`src/rtl/temp_window_accumulator.sv`:
```
// rtl/temp_window_accumulator.sv - windowed temperature sum/min/max feeding a combinational divider
module temp_window_accumulator #(
    parameter int DATA_W  = 12,
    parameter int WIN_MAX = 16,
    parameter int CNT_W   = 5
) (
    input  logic              clk,
    input  logic              rst_n,
    input  logic              sample_valid,
    input  logic [DATA_W-1:0] sample_data,
    output logic              sample_ready,
    input  logic [CNT_W-1:0]  win_len,
    input  logic              flush,
    output logic [15:0]       div_n,
    output logic [15:0]       div_d,
    output logic [DATA_W-1:0] win_min,
    output logic [DATA_W-1:0] win_max,
    output logic              div_valid,
    input  logic              div_ack,
    output logic              busy
);

    typedef enum logic [1:0] {
        IDLE    = 2'd0,
        ACCUM   = 2'd1,
        PRESENT = 2'd2
    } state_t;

    state_t              state_q, state_d;
    logic [15:0]         sum_q, sum_d;
    logic [CNT_W-1:0]    count_q, count_d;
    logic [CNT_W-1:0]    len_q, len_d;
    logic [DATA_W-1:0]   min_q, min_d;
    logic [DATA_W-1:0]   max_q, max_d;
    logic [15:0]         div_n_q, div_n_d;
    logic [15:0]         div_d_q, div_d_d;
    logic [DATA_W-1:0]   win_min_q, win_min_d;
    logic [DATA_W-1:0]   win_max_q, win_max_d;

    logic                accept;
    logic                close;
    logic [CNT_W-1:0]    eff_len;
    logic [15:0]         sample_ext;

    assign sample_ready = (state_q != PRESENT);
    assign busy         = (state_q == ACCUM);
    assign div_valid    = (state_q == PRESENT);
    assign div_n        = div_n_q;
    assign div_d        = div_d_q;
    assign win_min      = win_min_q;
    assign win_max      = win_max_q;

    assign accept     = sample_valid && sample_ready;
    assign sample_ext = {{(16-DATA_W){1'b0}}, sample_data};

    always_comb begin
        eff_len = win_len;
        if (win_len == '0) begin
            eff_len = CNT_W'(1);
        end else if (win_len > CNT_W'(WIN_MAX)) begin
            eff_len = CNT_W'(WIN_MAX);
        end
    end

    always_comb begin
        state_d   = state_q;
        sum_d     = sum_q;
        count_d   = count_q;
        len_d     = len_q;
        min_d     = min_q;
        max_d     = max_q;
        div_n_d   = div_n_q;
        div_d_d   = div_d_q;
        win_min_d = win_min_q;
        win_max_d = win_max_q;
        close     = 1'b0;

        case (state_q)
            ACCUM: begin
                if (accept) begin
                    sum_d   = sum_q + sample_ext;
                    count_d = count_q + CNT_W'(1);
                    min_d   = (sample_data < min_q) ? sample_data : min_q;
                    max_d   = (sample_data > max_q) ? sample_data : max_q;
                end
                // A flush on the same edge as a sample closes the window after including it.
                close = (accept && (count_d == len_q)) || flush;
            end
            PRESENT: begin
                if (div_ack) begin
                    state_d = IDLE;
                end
            end
            default: begin
                // IDLE and the unused encoding both behave as IDLE.
                state_d = IDLE;
                if (accept) begin
                    sum_d   = sample_ext;
                    count_d = CNT_W'(1);
                    min_d   = sample_data;
                    max_d   = sample_data;
                    len_d   = eff_len;
                    if ((eff_len == CNT_W'(1)) || flush) begin
                        close = 1'b1;
                    end else begin
                        state_d = ACCUM;
                    end
                end
            end
        endcase

        if (close) begin
            state_d   = PRESENT;
            div_n_d   = sum_d;
            div_d_d   = {{(16-CNT_W){1'b0}}, count_d};
            win_min_d = min_d;
            win_max_d = max_d;
        end
    end

    always_ff @(posedge clk or negedge rst_n) begin
        if (!rst_n) begin
            state_q   <= IDLE;
            sum_q     <= '0;
            count_q   <= '0;
            len_q     <= '0;
            min_q     <= '0;
            max_q     <= '0;
            div_n_q   <= '0;
            div_d_q   <= '0;
            win_min_q <= '0;
            win_max_q <= '0;
        end else begin
            state_q   <= state_d;
            sum_q     <= sum_d;
            count_q   <= count_d;
            len_q     <= len_d;
            min_q     <= min_d;
            max_q     <= max_d;
            div_n_q   <= div_n_d;
            div_d_q   <= div_d_d;
            win_min_q <= win_min_d;
            win_max_q <= win_max_d;
        end
    end

endmodule

```
`config.mk`:
```
export PLATFORM = sky130hd
export DESIGN_NAME = temp_window_accumulator
export DESIGN_NICKNAME = d
export VERILOG_FILES = /design/src/rtl/temp_window_accumulator.sv
export SDC_FILE = /design/constraint.sdc
export NUM_CORES = 1
export LEC_CHECK = 0
export ABC_AREA = 1
export CORE_MARGIN = 2
export CORE_UTILIZATION = 40
export CTS_BUF_LIST = sky130_fd_sc_hd__clkbuf_2 sky130_fd_sc_hd__clkbuf_4 sky130_fd_sc_hd__clkbuf_8
export DETAILED_ROUTE_END_ITERATION = 7
export PLACE_DENSITY = 0.67
export SLEW_MARGIN = 0
export SYNTH_ARGS = -nofsm -noshare
export SYNTH_HDL_FRONTEND = slang
export SYNTH_SLANG_ARGS = --single-unit
```
`constraint.sdc`:
```
create_clock -name clk -period 3 [get_ports clk]
set_input_delay 0.6 -clock clk [delete_from_list [all_inputs] [get_ports clk]]
set_output_delay 0.6 -clock clk [all_outputs]
set_load 0.005 [all_outputs]
```
==> results.md <==
* Worst R2R Start: state_q[0]
* Initial antenna violation count at 0
* Yosys warns at 0
* Final wirelength at 16.1 mm
* Routed met1 length at 7.63 mm
* Max-cap viol count at 0
* EDFF count, synth at 0
* Clock root cell: clkbuf_8
* CTS tree: built
* Area after DPL at 7100 sq um
* Number of port buffers at 69
* Full die area at 16300 sq um
* Fmax at 396 MHz
* Worst reg2reg path depth at 18
* Drc violations at 0
* Setup_tns at 0 ns
* Synth area leaders: dfrtp_1, nand2_1, ha_1, nand3_1, inv_1
* Boundary Pins at 81
* CTS sink cnt at 97
* Critical Path RT at 3.34 ns
* DP HPWL at 11.8 mm
* Storage cell area at 2430 sq um
* Post-CTS setup buffer count at 0
* Number of global-route vias before repair at 5353
* Routed wl met2 at 7.34 mm
* Top Metal Used: met4
* Filler cells at 1502
* Post-Syn Area per Cell at 7.26 sq um
* Post-synthesis cell count at 843
* Wire per inst at 14.4 um
* Routed Antenna Nets at 0
* Worst Skew at 0.0174 ns
* Top FF cell, synth: dfrtp_1
* Final hold viol count at 0
* DRT Pass-1 Iters at 5
* Largest net degree at the start of global routing at 54
* Ratio of cells with drive above 1 in the final layout at 6.02%
* Diodes inserted at 0
* Clk_lat worst skew at 0.40 ns
* Final setup violating endpoints at 0
* Worst vdd ir at 0.423 mV
* Static Leak at 3.83 nW
* Synthesis-stage register bit count at 97
* Slew Limit Fails at 0
* Overflow after GRT at 0
* Area of the multi-input gates at 3110 sq um
* Ys async rst share at 100%
* DR vias at 5588
* Post-synth top area share at 39.7%
* Max FO, Critical Path at 23
* Overall Global Routing Usage at 20.9%
* Power Density at 941 nW/um^2
* Outcome: complete, no violations
* Area Growth Syn to Fin at 19.5%
* Setup CP Type: flip-flop to flip-flop
* Initial Utilization at 40.5%
* Via-to-Cell Ratio at 4.99
* Die width at 128 um
* Min-delay worst type: input port to async pin
* # H-tree levels at 3
* Clock slew seen by the registers of the worst setup and hold paths at 0.09 ns
* Slew margin rel. at 50.3%
* RR Endpoint: win_max[9]
* GP Congestion at 0.901
* Die Ht at 128 um
* CTS max path bufs at 2
* Synthesized cell area at 6120 sq um
* Crit start category: flip-flop
* CTS Hold Bufs at 0
* Placed Cells at 1103
* Layout Cells excl Fill at 1119
* RSZ-0062 raised after global routing: no
* Row count at 45
* Slew @ Worst Pin at 0.745 ns
* Crit end category: flip-flop
* Post-CTS sizing at 0
* Crit path DAT at 2.86 ns
* Met3 Routed Length at 949 um
* Sequential fraction of the synthesis area at 39.7%
* Synth top cells by count: nand2_1, dfrtp_1, inv_1
* Tcrit/Tclk final at 84.3%
* Count of cell types in the netlist at 37
* Clock buffer count from CTS at 9
* Initial DRC count at 385
* Most common cell in the netlist: nand2_1
* Core ar. at 15100 sq um
* First-pass GRT wire length at 27.0 mm
* Final min period at 2.53 ns
* R2r setup slk at 0.47 ns
* Nets at 988
* Post-route cell area at 7310 sq um
* Biggest area consumer among synthesized cells: dfrtp_1
sequential cells by signal, indices dropped and copies added, names as in the netlist:
signal / flops
min_q: 12
div_d: 5
sum_q: 16
len_q: 5
count_q: 5
win_max: 12
win_min: 12
state_q: 2
max_q: 12
div_n: 16
power breakdown:
group / total, mW / switching, mW / internal (mW) / leakage, nW
registers: 2.13 / 0.306 / 1.82 / 1.26
clock network: 0.945 / 0.491 / 0.454 / 0.113
logic: 3.81 / 2.20 / 1.61 / 2.46
total: 6.88 / 2.99 / 3.88 / 3.83
cells in the final DEF, fill, tap and decap left out, types with 3 or more instances in the layout:
cell type and instances:
inv_1 94, buf_4 31, nand2_1 331, nor2_1 32
o211ai_1 14, dfrtp_1 97, conb_1 11, nand3b_1 6
clkbuf_8 12, o21ai_0 23, ha_1 39, o221ai_1 3
nor3_1 4, o22ai_1 9, inv_2 3, clkdlybuf4s50_1 68
a21oi_1 37, nand3_1 78, xnor2_1 5, xor2_1 3
o21bai_1 5
metal layers:
layer | vias to the layer above | global-route usage, %
met3 | 13 | 4.05
li1 | 2843 | -
met4 | 0 | 4.78
met1 | 2575 | 29.3
met5 | - | 0
met2 | 157 | 33.6
worst max-delay path: stages, from the launching register on:
cell and delay [ns]:
dfrtp_1 0.38, inv_1 0.05, ha_1 0.21, inv_2 0.14, nand2_4 0.13, ha_1 0.31
inv_1 0.06, nand2_1 0.05, nand2_1 0.05, nor2_1 0.08, nand3_1 0.08, nor2_1 0.10
nand3_1 0.07, nand2_1 0.06, nand2_1 0.05, nand2_2 0.10, buf_4 0.28, nand3_1 0.16
nand2_1 0.08
final cells by class:
cell class / instances / area share (%)
well taps: 188 / 3.22
repair buffers: 101 / 13.0
clock inverters: 4 / 0.667
multi-input cells: 619 / 42.6
clock buffers: 12 / 2.26
flip-flops and latches: 97 / 33.2
inverters: 98 / 5.03
kinds of logic (layout without fill, tap and decap cells):
logic type / count (synthesis) / after routing / share of synthesized area [%]
XOR/XNOR: 9 / 9 / 1.51
AO/OA/AOI/OAI: 100 / 100 / 9.70
AND/OR/NAND/NOR: 459 / 459 / 30.7
flip-flops: 97 / 97 / 39.7
other: 1 / 11 / 0.0613
adder cells (fa/ha/maj): 40 / 40 / 8.30
buffers and inverters: 137 / 215 / 10.0
per-stage QoR:
stage | utilization (%) | setup WS, ns | total power [mW] | hold WS, ns
2_1_floorplan | - | 0.465 | 4.52 | 0.304
3_3_place_gp | 47.0 | 0.0680 | 5.91 | 0.455
3_5_place_dp | 47.0 | 0.0989 | 5.95 | 0.458
4_1_cts | 48.4 | 0.481 | 6.93 | 0.282
5_1_grt | 48.4 | 0.223 | 7.54 | 0.310
6_report | 48.4 | 0.472 | 6.88 | 0.264
worst max-delay path by stage:
| stage | end | start | cells past startpoint |
|---|---|---|---|
| 2_1_floorplan | win_max[9] | state_q[0] | 19 |
| 3_3_place_gp | win_max[8] | sample_data[11] | 14 |
| 3_5_place_dp | win_max[4] | sample_data[11] | 14 |
| 4_1_cts | win_max[9] | state_q[0] | 18 |
| 5_1_grt | win_max[9] | state_q[0] | 18 |
| 6_report | win_max[9] | state_q[0] | 18 |
Note: power is estimated with default switching activity, not from simulation.
